## src/rtl/uart_cmd_parser.sv

```systemverilog
// Byte-stream command decoder behind uart_rx: 'R' requests a board reset, '#RRGGBB' loads the LED colour.
// Define CMD_ACK_EN to queue a one-byte acknowledge ('K', 'E', 'R') on the tx_* handshake.
module uart_cmd_parser #(
   parameter int unsigned TIMEOUT_CYCLES = 1200000,
   parameter logic [7:0]  RST_CHAR       = 8'h52,
   parameter logic [7:0]  COLOR_CHAR     = 8'h23
) (
   input  logic       clk,
   input  logic       rst_n,
   input  logic [7:0] rx_data,
   input  logic       rx_valid,
   output logic       rst_req,
   output logic [7:0] rgb_r,
   output logic [7:0] rgb_g,
   output logic [7:0] rgb_b,
   output logic       rgb_valid,
   output logic       err,
   output logic [7:0] tx_data,
   output logic       tx_valid,
   input  logic       tx_ready
);

   localparam int unsigned CntW = $clog2(TIMEOUT_CYCLES + 1);
   localparam logic [CntW-1:0] CntMax = CntW'(TIMEOUT_CYCLES - 1);

   typedef enum logic [0:0] {StIdle, StHex} state_e;

   state_e          state_q, state_d;
   logic [CntW-1:0] cnt_q, cnt_d;
   logic [2:0]      digits_q, digits_d;
   // Only the first five digits need storing; the sixth goes straight to the outputs.
   logic [19:0]     shadow_q, shadow_d;

   logic            hex_ok;
   logic [3:0]      nib;
   logic            rst_req_d, rgb_valid_d, err_d;
   logic [23:0]     rgb_d;

   always_comb begin
      hex_ok = 1'b1;
      nib    = 4'h0;
      if (rx_data >= 8'h30 && rx_data <= 8'h39) begin
         nib = rx_data[3:0];
      end else if ((rx_data >= 8'h41 && rx_data <= 8'h46) ||
                   (rx_data >= 8'h61 && rx_data <= 8'h66)) begin
         nib = rx_data[3:0] + 4'd9;
      end else begin
         hex_ok = 1'b0;
      end
   end

   always_ff @(posedge clk or negedge rst_n) begin
      if (!rst_n) begin
         state_q  <= StIdle;
         cnt_q    <= '0;
         digits_q <= '0;
         shadow_q <= '0;
      end else begin
         state_q  <= state_d;
         cnt_q    <= cnt_d;
         digits_q <= digits_d;
         shadow_q <= shadow_d;
      end
   end

   always_comb begin
      state_d  = state_q;
      cnt_d    = cnt_q;
      digits_d = digits_q;
      shadow_d = shadow_q;
      unique case (state_q)
         StIdle: begin
            cnt_d = '0;
            if (rx_valid && rx_data == COLOR_CHAR) begin
               state_d  = StHex;
               digits_d = '0;
               shadow_d = '0;
            end
         end
         StHex: begin
            if (rx_valid) begin
               cnt_d = '0;
               if (hex_ok) begin
                  shadow_d = {shadow_q[15:0], nib};
                  if (digits_q == 3'd5) begin
                     state_d  = StIdle;
                     digits_d = '0;
                  end else begin
                     digits_d = digits_q + 3'd1;
                  end
               end else if (rx_data == COLOR_CHAR) begin
                  digits_d = '0;
                  shadow_d = '0;
               end else begin
                  state_d  = StIdle;
                  digits_d = '0;
               end
            end else if (cnt_q == CntMax) begin
               state_d  = StIdle;
               cnt_d    = '0;
               digits_d = '0;
               shadow_d = '0;
            end else begin
               cnt_d = cnt_q + CntW'(1);
            end
         end
         default: state_d = StIdle;
      endcase
   end

   always_comb begin
      rst_req_d   = 1'b0;
      rgb_valid_d = 1'b0;
      err_d       = 1'b0;
      rgb_d       = {rgb_r, rgb_g, rgb_b};
      unique case (state_q)
         StIdle: rst_req_d = rx_valid && (rx_data == RST_CHAR);
         StHex: begin
            if (rx_valid) begin
               if (!hex_ok) begin
                  err_d = 1'b1;
               end else if (digits_q == 3'd5) begin
                  rgb_valid_d = 1'b1;
                  rgb_d       = {shadow_q, nib};
               end
            end else if (cnt_q == CntMax) begin
               err_d = 1'b1;
            end
         end
         default: ;
      endcase
   end

   always_ff @(posedge clk or negedge rst_n) begin
      if (!rst_n) begin
         rst_req   <= 1'b0;
         rgb_valid <= 1'b0;
         err       <= 1'b0;
         rgb_r     <= 8'h00;
         rgb_g     <= 8'h00;
         rgb_b     <= 8'h00;
      end else begin
         rst_req   <= rst_req_d;
         rgb_valid <= rgb_valid_d;
         err       <= err_d;
         rgb_r     <= rgb_d[23:16];
         rgb_g     <= rgb_d[15:8];
         rgb_b     <= rgb_d[7:0];
      end
   end

`ifdef CMD_ACK_EN
   logic       tx_valid_q;
   logic [7:0] tx_data_q;
   logic       ack_ev;
   logic [7:0] ack_code;

   assign ack_ev = rst_req | rgb_valid | err;

   always_comb begin
      ack_code = 8'h45;
      if (rgb_valid) begin
         ack_code = 8'h4B;
      end else if (rst_req) begin
         ack_code = 8'h52;
      end
   end

   // Single-entry buffer: an event is dropped unless the slot is empty or draining this cycle.
   always_ff @(posedge clk or negedge rst_n) begin
      if (!rst_n) begin
         tx_valid_q <= 1'b0;
         tx_data_q  <= 8'h00;
      end else if (ack_ev && (!tx_valid_q || tx_ready)) begin
         tx_valid_q <= 1'b1;
         tx_data_q  <= ack_code;
      end else if (tx_ready) begin
         tx_valid_q <= 1'b0;
      end
   end

   assign tx_valid = tx_valid_q;
   assign tx_data  = tx_data_q;
`else
   logic unused_tx_ready;
   assign unused_tx_ready = tx_ready;
   assign tx_valid        = 1'b0;
   assign tx_data         = 8'h00;
`endif

endmodule

```

## config.mk

```make
export PLATFORM = sky130hd
export DESIGN_NAME = uart_cmd_parser
export DESIGN_NICKNAME = d
export VERILOG_FILES = /design/src/rtl/uart_cmd_parser.sv
export SDC_FILE = /design/constraint.sdc
export NUM_CORES = 1
export LEC_CHECK = 0
export CAP_MARGIN = 10
export CORE_ASPECT_RATIO = 1.4
export CORE_MARGIN = 2
export CORE_UTILIZATION = 30
export DETAILED_ROUTE_END_ITERATION = 10
export GPL_TIMING_DRIVEN = 0
export PLACE_DENSITY = 0.57
export SETUP_SLACK_MARGIN = 0.2
export SLEW_MARGIN = 20
export SYNTH_ARGS = -nofsm -noshare
export SYNTH_HDL_FRONTEND = slang
export SYNTH_SLANG_ARGS = --single-unit
export TNS_END_PERCENT = 5
```

## constraint.sdc

```tcl
create_clock -name clk -period 3.4 [get_ports clk]
set_clock_uncertainty 0.1 [all_clocks]
set_input_delay 0.34 -clock clk [delete_from_list [all_inputs] [get_ports clk]]
set_output_delay 0.34 -clock clk [all_outputs]
set_load 0.05 [all_outputs]
```

# Word level (Yosys, flattened, before mapping)
# Index checks and enable logic that the tools add are counted.
# word_totals
inputBits	12
word_cells	71
output_inout_bits	36
ff_bits	72
# classes
mux	35
addsub	3
bitwise_logic	1
reduce_logical	9
n_eq_ne	7
n_lt_le_gt_ge	6
# op_table
op	count
20-bit two-way mux	5
21-bit two-way mux	2
21-bit case mux with 2 select lines	1
20-bit case mux with 2 select lines	1
21-bit by 1-bit adder with 21-bit output, second input constant	1
21-bit == test, second input constant	1
1-bit two-way mux	17
8-bit by 7-bit greater-or-equal comparator with 1-bit output, second input constant	2
8-bit by 7-bit less-or-equal comparator with 1-bit output, second input constant	2
3-bit two-way mux	5
8-bit by 6-bit == test with 1-bit output, second input constant	1
8-bit by 7-bit == test with 1-bit output, second input constant	1
8-bit by 6-bit greater-or-equal comparator with 1-bit output, second input constant	1
8-bit by 6-bit less-or-equal comparator with 1-bit output, second input constant	1
4-bit two-way mux	2
3-bit case mux with 2 select lines	1
1-bit logical AND	5
4-bit adder, second input constant	1
4-bit by 2-bit inequality test with 1-bit output, second input constant	1
4-bit AND reduction	1
3-bit by 1-bit adder with 3-bit output, second input constant	1
3-bit == test, second input constant	1
3-bit by 2-bit inequality test with 1-bit output, second input constant	1
3-bit AND reduction	1
other kinds (5)	5

# Logic depth before layout (Yosys ltp)
# Gate-level depths: netlist (run 1).
# depth
word_depth	8
depth_mapped	8
ltp_nobuf	6

# Least setup slack after synthesis (run 1)
# OpenSTA, ideal clock, no wires.
# synth_path
path_kind	in2reg
from	in rx_data[7]
to	reg shadow_q[17]
n_path_buf	2
setup_time_ns	0.135
required_time_ns	3.165
t_arrival_ns	1.816
slack_ns	1.350
path_stages	6
path_cell_list	or4b_4 or4_1 buf_6 buf_6 nand4_1 o211ai_1
# synth_between
elab_chain_len	8
elab_cells_between_ends	20
cone_classes	order compare: 6; eq/ne: 3; mux: 5; reduce/logical: 6
# synth_lines
element	line	source
from (decl)	10	input logic [7:0] rx_data,
8-bit by 7-bit greater-or-equal comparator with 1-bit output, or another cell as far along	44	end else if ((rx_data >= 8'h41 && rx_data <= 8'h46) ||
1-bit logical AND (on tied branches)	44, 45	
1-bit logical OR	44	
1-bit two-way mux	44	
1-bit two-way mux	42	if (rx_data >= 8'h30 && rx_data <= 8'h39) begin
20-bit two-way mux	83	if (hex_ok) begin
20-bit two-way mux	81	if (rx_valid) begin
20-bit case mux with 2 select lines	71	unique case (state_q)
to (signal assigned)	62	shadow_q <= shadow_d;
to (decl)	32	logic [19:0] shadow_q, shadow_d;
# Several ways; a longest one is shown, not always the timed one.
# A chain may end at the register's enable or synchronous reset.

# Worst setup path after layout (run 1)
# layout_path
from	in rx_data[0]
to	reg rgb_b[2]
# layout_between
elab_chain_len	6
elab_cells_between_ends	16
cone_classes	add/sub: 1; order compare: 6; mux: 4; reduce/logical: 5
# layout_lines
element	line	source
8-bit by 7-bit greater-or-equal comparator with 1-bit output, or another cell as far along	44	
1-bit logical AND (on tied branches)	44, 45	
1-bit logical OR	44	
1-bit two-way mux	44	
1-bit two-way mux	42	
4-bit AND reduction (no line)	--	
to (signal assigned)	148	rgb_b <= rgb_d[7:0];
to (decl)	15	output logic [7:0] rgb_b,
# Several ways; a longest one is shown, not always the timed one.

==> metrics, run 1 <==
fraction of layout cells with a size suffix above 1 16.9%; Synth Register Bits just over 70; Tcrit/Tclk final between 70% and 80%; EDFF count, synth 0; vias in the first global route 3066; gr ovfl total 0; # diodes 0; startpoint type of the worst setup path input port; worst-margin pin slew 0.704 ns; Peak VDD IR 0.000196 V; critical path type input port to flop; Cells after Synth 358; Seq/Total Area, Yosys 47.1%; routed wire length 9.07 mm; number of max-cap violations 0; CP cell instances clkdlybuf4s50_1, inv_1, ha_1, nor3b_1, nor3_1, o21ai_2, buf_6, mux2_4; Starting DRT DRC Count ~110; IO buf count 37; Logic pwr share 5.2%; I/O pin cnt 48; clock power share 48.2%; DR DRC count 0; Cell Rows 48; die area 13700 sq um; P_int roughly 1.4 mW; Root Buffer clkbuf_16; worst setup margin 0.763 ns; Die X 99.4 microns; critical path capture point type flop; via count 2994; origin of the worst setup path rx_data[0]; share of power burned in registers 46.6%; post-synthesis cell area 3820 sq um; startpoint of the worst-slack reg-to-reg timing path cnt_q[12]; most frequent cells in the layout 72 x dfrtp_1, 36 x o211ai_1, 36 x clkdlybuf4s50_1; RSZ-0062 raised after global routing no; slowest CP cell clkdlybuf4s50_1; worst stage delay on the critical path 0.49 ns; Lkg Pwr 1.96 nW; Tmin final ~2.6 ns; post-route cell area 4720 sq um; largest net degree at the start of global routing 44; global-route usage over all layers 14.0%; post-CTS setup buffer count 0; Yosys cell types 56; Starting Density 30.9%; WHS 0.374 ns; CP required roughly 3.5 ns; switch share 23.8%; synth top area cells dfrtp_1 47%, o211ai_1 7.1%, mux2_4 6.7%, nand4_1 3.6%, inv_1 2.2%; Setup WS pre-CTS 0.429 ns; Final Max Slew Viols 0; dpl hpwl 6.50 mm; Nets 433; Main synth FF type dfrtp_1; Max FO, Critical Path 10; Placement Cell Area between 4000 and 5000 sq um; wire length per cell between 15 and 20 microns; Die Y 138 microns; async set-or-reset flop fraction in the synthesized netlist between 90% and 100%; Sink Count 72; Worst-Skew Late Latency 0.34 ns; maximum clock path buffer count 2; DRT Pass-1 Iters 4; pwr dens 390 nW/um^2; gpl congestion 0.809; global-route wire length before repair about 15 mm; initial antenna violation count 0; largest area contributor in the netlist dfrtp_1; max_slew headroom 52.4%; Reg clk slew, reported paths about 0.06 ns; CP Data Arrival Time 2.76 ns; Avg Inst Size Synth 10.7 sq um; Hold Crit Class input port to async pin; Yosys top cell area share approximately 47%; post-route antenna net violation count 0; CTS resizes 0; final setup violation count 0; f_max 379 MHz; switching power between 0.4 and 0.5 mW; most common cell after layout, fill and taps aside dfrtp_1; CTS buffer count 9; status completed; area grow syn2layout 23.5%; Final Hold Fails 0; Via-to-Cell Ratio 5.24; CTS tree built; Core ar. 12400 sq um; H-tree lvl count 3; Yosys warning total 0
[power by group through the flow]
stage | Combinational, mW | Sequential, mW | Clock [mW]
after detailed placement | 0.0972 | 0.874 | 0
final | 0.0968 | 0.859 | 0.888
after CTS | 0.0983 | 0.858 | 0.907
after global routing | 0.106 | 0.858 | 0.946
after global placement | 0.0935 | 0.874 | 0
after floorplan | 0.0515 | 0.874 | 0
[synthesized netlist by cell type, types with 3 or more instances]
library cell / count
dfrtp_1: 72
o211ai_1: 36
inv_1: 22
nand4_1: 22
mux2_4: 17
nand2_1: 17
a21oi_1: 13
nor2_1: 13
o21ai_0: 11
buf_4: 10
clkbuf_1: 10
nand3_1: 10
nor3_1: 8
or3_1: 7
or4_1: 6
xor2_1: 6
buf_6: 5
ha_1: 5
buf_2: 4
mux2_2: 4
mux2i_1: 4
o221ai_1: 4
o31ai_1: 4
and4_1: 3
nor3b_1: 3
nor4bb_1: 3
xnor2_1: 3
[final timing paths]
kind                               endpoint  slack (ns)  cells after the start
worst max-delay path               rgb_b[2]        0.76                      8
worst min-delay path               rgb_b[4]        0.37                      2
worst max register to register  shadow_q[3]        0.82                      5
worst min register to register     rgb_r[4]        0.40                      1
max in group asynchronous       digits_q[0]        2.27                      3
min in group clk                   rgb_r[4]        0.40                      1
[critical path, delay by kind of cell]
family / cells / cell delay [ns]
simple gates: 2 / 0.49
mux: 1 / 0.31
compound gates: 1 / 0.47
fa+ha+maj: 1 / 0.21
buf+inv: 3 / 0.94
[metal layers]
metal / track usage (%) / vias to the layer above / share of wire [%] / wire length (microns)
met2: 25.4 / 59 / 54 / 4900
met3: 2.79 / 15 / 3.2 / 288
met1: 15.5 / 1485 / 40 / 3620
li1: - / 1435 / - / -
met4: 7.08 / 0 / 2.9 / 259
met5: 0 / - / 0 / 0
[final cells by class]
type                            instances  area (sq um)
Fill cell                            1215          7650
Tap cell                              150           188
Buffer                                 31           216
Clock inverter                          6          45.0
Multi-Input combinational cell        241          1750
Timing Repair Buffer                   39           398
Clock buffer                           10           239
Sequential cell                        72          1800
Inverter                               22          82.6
[sequential cells by signal, indices dropped and copies added, names as in the netlist]
name       flops
cnt_q         21
rst_req        1
shadow_q      20
rgb_b          8
err            1
rgb_valid      1
rgb_r          8
rgb_g          8
digits_q       3
state_q        1
[through the flow]
stage	util (%)	TNS [ns]	power [mW]	instances
floorplan	-	0	0.926	366
global placement	35.7	-45.01	0.968	553
detailed placement	35.8	0	0.971	554
CTS	38.2	0	1.86	571
global route	38.2	0	1.91	571
finish	38.2	0	1.84	571
[cell families (layout without fill, tap and decap cells)]
| logic type | after synthesis | after routing | share of synthesized area, % |
|---|---|---|---|
| AOI/OAI and AO/OA | 84 | 84 | 15.5 |
| xor gates and xnor gates | 9 | 9 | 2.06 |
| adders and majority gates | 5 | 5 | 1.64 |
| buffers and inverters | 53 | 108 | 7.82 |
| DFF | 72 | 72 | 47.1 |
| muxes | 25 | 25 | 8.90 |
| other | 1 | 9 | 0.0980 |
| and+or+nand+nor | 109 | 109 | 16.9 |
[repair_timing]
action	in CTS	in global routing
endpoints found under the setup margin	0	0
hold buffers	1	0
hold endpoints to repair	29	0
Note: power is estimated with default switching activity, not from simulation.
==> inputs of run 2 (changes only) <==
- PLACE_DENSITY: 0.57 -> 0.59
- clock period: 3.4 -> 2.3 ns (I/O delays scaled with it)
==> run 2 against run 1 <==
Against the previous run:
- worst hold slack worse by 0.14 ns
- sequential power is 48% higher
- critical path depth is 1 lower
- flip-flop and latch count stayed put
- cell area is 4.3% higher
- critical endpoint is now shadow_q[5]
==> metrics, run 2 (synthesis results as in run 1) <==
CTS tree built; pwr dens 602 nW/um^2 (+54%); IO buf count 37 (unchanged); die area 13700 sq um (unchanged); Logic pwr share 5.3% (about the same); post-route cell area 4930 sq um (+4.3%); H-tree lvl count 3 (unchanged); clock power share 51.9% (+3.7 points); Sink Count 72 (unchanged); DRT Pass-1 Iters 4 (unchanged); via count 3024 (+1.0%); wire length per cell 16.3 microns (+2.5%); largest net degree at the start of global routing 51 (+16%); Regs by FF count cnt_q: 21 flops, shadow_q: 20 flops; reg2reg path depth 5 (unchanged); Reg clk slew, reported paths 0.06 ns (about the same); initial antenna violation count 0 (unchanged); Max FO, Critical Path 10 (unchanged); dpl hpwl 6.63 mm (+2.0%); Reg area 1800 sq um (+0.14%); slack of the worst reg-to-reg path 0.28 ns (-0.54 ns); max reg flops 21 (unchanged); vias in the first global route 3153 (+2.8%); final setup violation count 0 (unchanged); RR Endpoint cnt_q[19]; Tmin final 2.06 ns; fraction of layout cells with a size suffix above 1 21.9% (+5.0 points); most frequent cells in the layout 70 x dfrtp_1, 36 x o211ai_1, 30 x clkdlybuf4s50_1; Reg with most FFs cnt_q; critical path capture point type flop; worst-margin pin slew 0.575 ns (-0.129 ns); most common cell after layout, fill and taps aside dfrtp_1; Final Hold Fails 0 (unchanged); Worst-Skew Late Latency 0.34 ns (about the same); gpl congestion 0.842 (+4.1%); Tcrit/Tclk final 89.5%; RSZ-0062 raised after global routing yes; CP required 2.41 ns (-1.11 ns); area grow syn2layout 28.9%; number of max-cap violations 0 (unchanged); I/O pin cnt 48 (unchanged); Root Buffer clkbuf_16; multi-input logic area 1850 sq um (+5.7%); Nets 437 (+0.92%); fill cell count 1208 (-0.58%); routed wire length 9.36 mm (+3.3%); Starting DRT DRC Count 167 (+49%); Lkg Pwr 2.05 nW (+4.9%); f_max between 400 and 500 MHz; startpoint type of the worst setup path input port; maximum clock path buffer count 2 (unchanged); # diodes 0 (unchanged); Starting Density 30.9% (unchanged); Die Y 138 microns (unchanged); WHS 0.233 ns (-0.141 ns); gr ovfl total 0 (unchanged); DR DRC count 0 (unchanged); Final Max Slew Viols 0 (unchanged); switch share 23.0% (-0.83 points); Cell Rows 48 (unchanged); max_slew headroom 61.1% (+8.7 points); global-route wire length before repair 15.4 mm (+2.5%); Hold Crit Class input port to async pin; Via-to-Cell Ratio 5.26 (+0.30%); critical path type input port to flop; Placement Cell Area 4440 sq um (+0.17%); total power 2.97 mW (+61%); switching power 0.682 mW (+55%); Die X 99.4 microns (unchanged); Peak VDD IR 0.000307 V (+57%); share of power burned in registers 42.8% (-3.8 points); post-route antenna net violation count 0 (unchanged); CTS buffer count 9 (unchanged); status completed; startpoint of the worst-slack reg-to-reg timing path cnt_q[7]; CP Data Arrival Time 2.17 ns (-0.59 ns); P_int 2.28 mW (+63%); Core ar. 12400 sq um (unchanged); global-route usage over all layers 14.3% (+0.27 points)
-- run 2: cell type report --
class / count / share of cell area (%)
multi-input cells: 241 / 37.6
flip-flops and latches: 72 / 36.6
repair buffers: 43 / 8.91
plain buffers: 31 / 4.70
clock buffers: 9 / 4.57
well taps: 150 / 3.81
clock inverters: 7 / 2.11
inverters: 22 / 1.68
-- run 2: power groups by stage --
stage          Clock, mW  Sequential [mW]  Combinational, mW
2_1_floorplan          0             1.29             0.0761
3_3_place_gp           0             1.29              0.138
3_5_place_dp           0             1.29              0.145
4_1_cts             1.58             1.27              0.154
5_1_grt             1.64             1.27              0.170
6_report            1.54             1.27              0.157
-- run 2: through the flow --
stage	instances	TNS [ns]	util (%)	setup WS (ns)
6_report	575	0	39.8	0.242
5_1_grt	575	0	39.8	0.165
4_1_cts	573	0	39.2	0.0955
3_5_place_dp	554	-20.01	35.9	-0.555
3_3_place_gp	553	-136.25	35.7	-1.63
2_1_floorplan	366	0	-	0.300
-- run 2: worst max path at each step --
stage | startpoint | endpoint | slack [ns] | depth (start not counted)
after floorplan | cnt_q[0] | cnt_q[20] | 0.30 | 6
after global placement | rst_n | rgb_g[0] | -1.63 | 1
after detailed placement | rx_data[0] | rgb_b[2] | -0.56 | 8
after CTS | rx_data[6] | shadow_q[5] | 0.1 | 7
after global routing | cnt_q[7] | cnt_q[19] | 0.17 | 5
final | rx_data[3] | shadow_q[5] | 0.24 | 7
-- run 2: repair_timing --
action,4_1_cts,5_1_grt
endpoints found under the hold margin,22,0
endpoints found under the setup margin,70,67
gates resized for setup,18,25
setup buffers,2,2
hold buffers,1,0
pin swaps,2,4
-- run 2: metal layers --
metal	wire (microns)	track usage, %
met5	0	0
met3	339	3.25
met2	5150	26.2
met4	165	5.63
met1	3710	15.9
-- run 2: worst max-delay path: stages --
cell	delay [ns]
dlygate4sd2_1	0.35
or4b_4	0.55
or4_1	0.54
buf_6	0.16
buf_6	0.14
nand4_1	0.10
o211ai_1	0.09
==> inputs of run 3 (changes only) <==
- SLEW_MARGIN: 20 -> default
==> run 3 against run 2 <==
Against the previous run:
- sequential power is essentially flat
- worst hold slack worse by 0.12 ns
- worst setup slack gained 0.013 ns
- count of clock-buffer cells in the layout is the same
- sequential share of layout area rose by 0.24 points
- final cell count is the same
- flip-flop and latch count unchanged
- core utilization is 0.23 points lower
- via count increased by 0.46%
- clock power is 7% lower
- register-to-register slack about the same
==> metrics, run 3 (synthesis results as in run 1) <==
status completed; maximum clock path buffer count 2 (unchanged); via count 3038 (+0.46%); gpl congestion 0.842 (unchanged); Setup WS pre-CTS -0.603 ns (-0.0482 ns); Starting Density 30.9% (unchanged); global-route wire length before repair 15.3 mm (-0.80%); IO buf count 37 (unchanged); max reg flops 21 (unchanged); Regs by FF count cnt_q: 21 flops, shadow_q: 20 flops; pwr dens 583 nW/um^2 (-3.2%); WHS 0.116 ns (-0.116 ns); routed wire length 9.19 mm (-1.9%); fill cell count 1232 (+2.0%); Via-to-Cell Ratio 5.28 (+0.46%); global-route usage over all layers 14.1% (-0.15 points); Starting DRT DRC Count 170 (+1.8%); Root Buffer clkbuf_16; Final TNS setup 0 ns (unchanged); cell mode on critical path buf_6; post-route antenna net violation count 0 (unchanged); I/O pin cnt 48 (unchanged); CP Data Arrival Time 2.16 ns (about the same); die area 13700 sq um (unchanged); fraction of layout cells with a size suffix above 1 21.9% (unchanged); Hold Crit Class input port to async pin; origin of the worst setup path rx_data[3]; Tmin final 2.04 ns (-0.0126 ns); Worst-Skew Late Latency 0.34 ns (about the same); Final Max Slew Viols 0 (unchanged); most common cell after layout, fill and taps aside dfrtp_1; final setup violation count 0 (unchanged); Core ar. 12400 sq um (unchanged); Buffers & Inverters on Critical Path 3 (unchanged); Peak VDD IR 0.000319 V (+3.7%); Reg clk slew, reported paths 0.06 ns (about the same); RSZ-0062 raised after global routing yes; Die Y 138 microns (unchanged); CTS buffer count 9 (unchanged); Nets 437 (unchanged); max_slew headroom 65.3% (+4.1 points); f_max 489 MHz (+0.62%); number of max-cap violations 0 (unchanged); slowest CP cell or4b_4; vias in the first global route 3184 (+0.98%); worst-margin pin slew 0.519 ns (-0.0557 ns); CTS tree built; H-tree lvl count 3 (unchanged); area grow syn2layout 28.1%; dpl hpwl 6.56 mm (-1.1%); Tcrit/Tclk final 88.9% (-0.55 points); initial antenna violation count 0 (unchanged); DRT Pass-1 Iters 4 (unchanged); worst stage delay on the critical path 0.55 ns (about the same); critical path capture point type flop; Final Hold Fails 0 (unchanged); wire length per cell 16.0 microns (-1.9%); Cell Rows 48 (unchanged); Reg with most FFs cnt_q; Placement Cell Area 4440 sq um (unchanged); worst setup margin 0.255 ns (+0.0126 ns); DR DRC count 0 (unchanged); total power 2.86 mW (-3.7%); Lkg Pwr 2.05 nW (-0.38%); CP cell instances dlygate4sd2_1, or4b_4, or4_1, buf_6, buf_6, nand4_1, o211ai_1; startpoint type of the worst setup path input port; reg2reg path depth 6 (+1); critical path type input port to flop; # diodes 0 (unchanged); largest net degree at the start of global routing 72 (+41%); most frequent cells in the layout 69 x dfrtp_1, 36 x o211ai_1, 30 x clkdlybuf4s50_1; Top delay family on crit path simple AND/OR/NAND/NOR gates; Die X 99.4 microns (unchanged); Sink Count 72 (unchanged); CP required 2.41 ns (about the same); startpoint of the worst-slack reg-to-reg timing path cnt_q[1]; post-route cell area 4900 sq um (-0.58%); Max FO, Critical Path 10 (unchanged); gr ovfl total 0 (unchanged); CP Depth 7 (unchanged)
[run 3: cell count changes in the layout (fill, tap and decap cells not counted), sizes merged]
cell	previous run	this run
dlygate4sd2	3	4
clkinv	1	3
dlymetal6s2s	3	2
clkbuf	18	19
bufinv	2	1
clkinvlp	2	1
buf	28	27
[run 3: worst paths after layout]
path                           endpoint  slack, ns
max reg2reg                   cnt_q[20]       0.29
min in group clk                state_q       0.24
min                           cnt_q[15]       0.12
max in group asynchronous      cnt_q[0]       1.44
min reg2reg                    rgb_r[3]       0.41
max                        shadow_q[17]       0.26
[run 3: power by group]
part / switching, mW / leakage, nW / internal, mW
Combinational: 0.103 / 0.906 / 0.0535
Sequential: 0.00131 / 0.991 / 1.27
Clock: 0.578 / 0.148 / 0.852
[run 3: repair_timing]
item                       in CTS  in global routing
cloned                          0                  0
buffers inserted                1                  3
setup endpoints to repair      70                 46
pin swaps                       1                  4
hold endpoints to repair       72                  0
hold buffers                    1                  0
resized for setup              23                 19
[run 3: metal layers]
metal	routed length, microns	up-vias	GRT usage [%]
li1	-	1442	-
met1	3700	1510	15.5
met2	4910	62	25.7
met3	264	24	2.03
met4	309	0	8.30
met5	0	-	0
[run 3: cell type report]
type	instances	area (sq um)	share of cell area [%]
multi-input cells	241	1850	37.8
flip-flops and latches	72	1810	36.8
repair buffers	43	435	8.89
plain buffers	31	230	4.70
clock buffers	9	225	4.60
well taps	150	188	3.83
inverters	22	82.6	1.69
clock inverters	7	80.1	1.63
[run 3: through the flow]
stage                     std cells  utilization (%)
after detailed placement        554             35.9
after CTS                       572             39.1
after global placement          553             35.7
after floorplan                 366                -
after global routing            575             39.6
final                           575             39.6
[run 3: worst register-to-register path, cell delays in order (launching register included)]
cell and delay [ns]:
dfrtp_1 0.41, ha_4 0.17, nand4_1 0.11, or3_1 0.39, buf_4 0.18, or4_1 0.46, a21oi_1 0.12
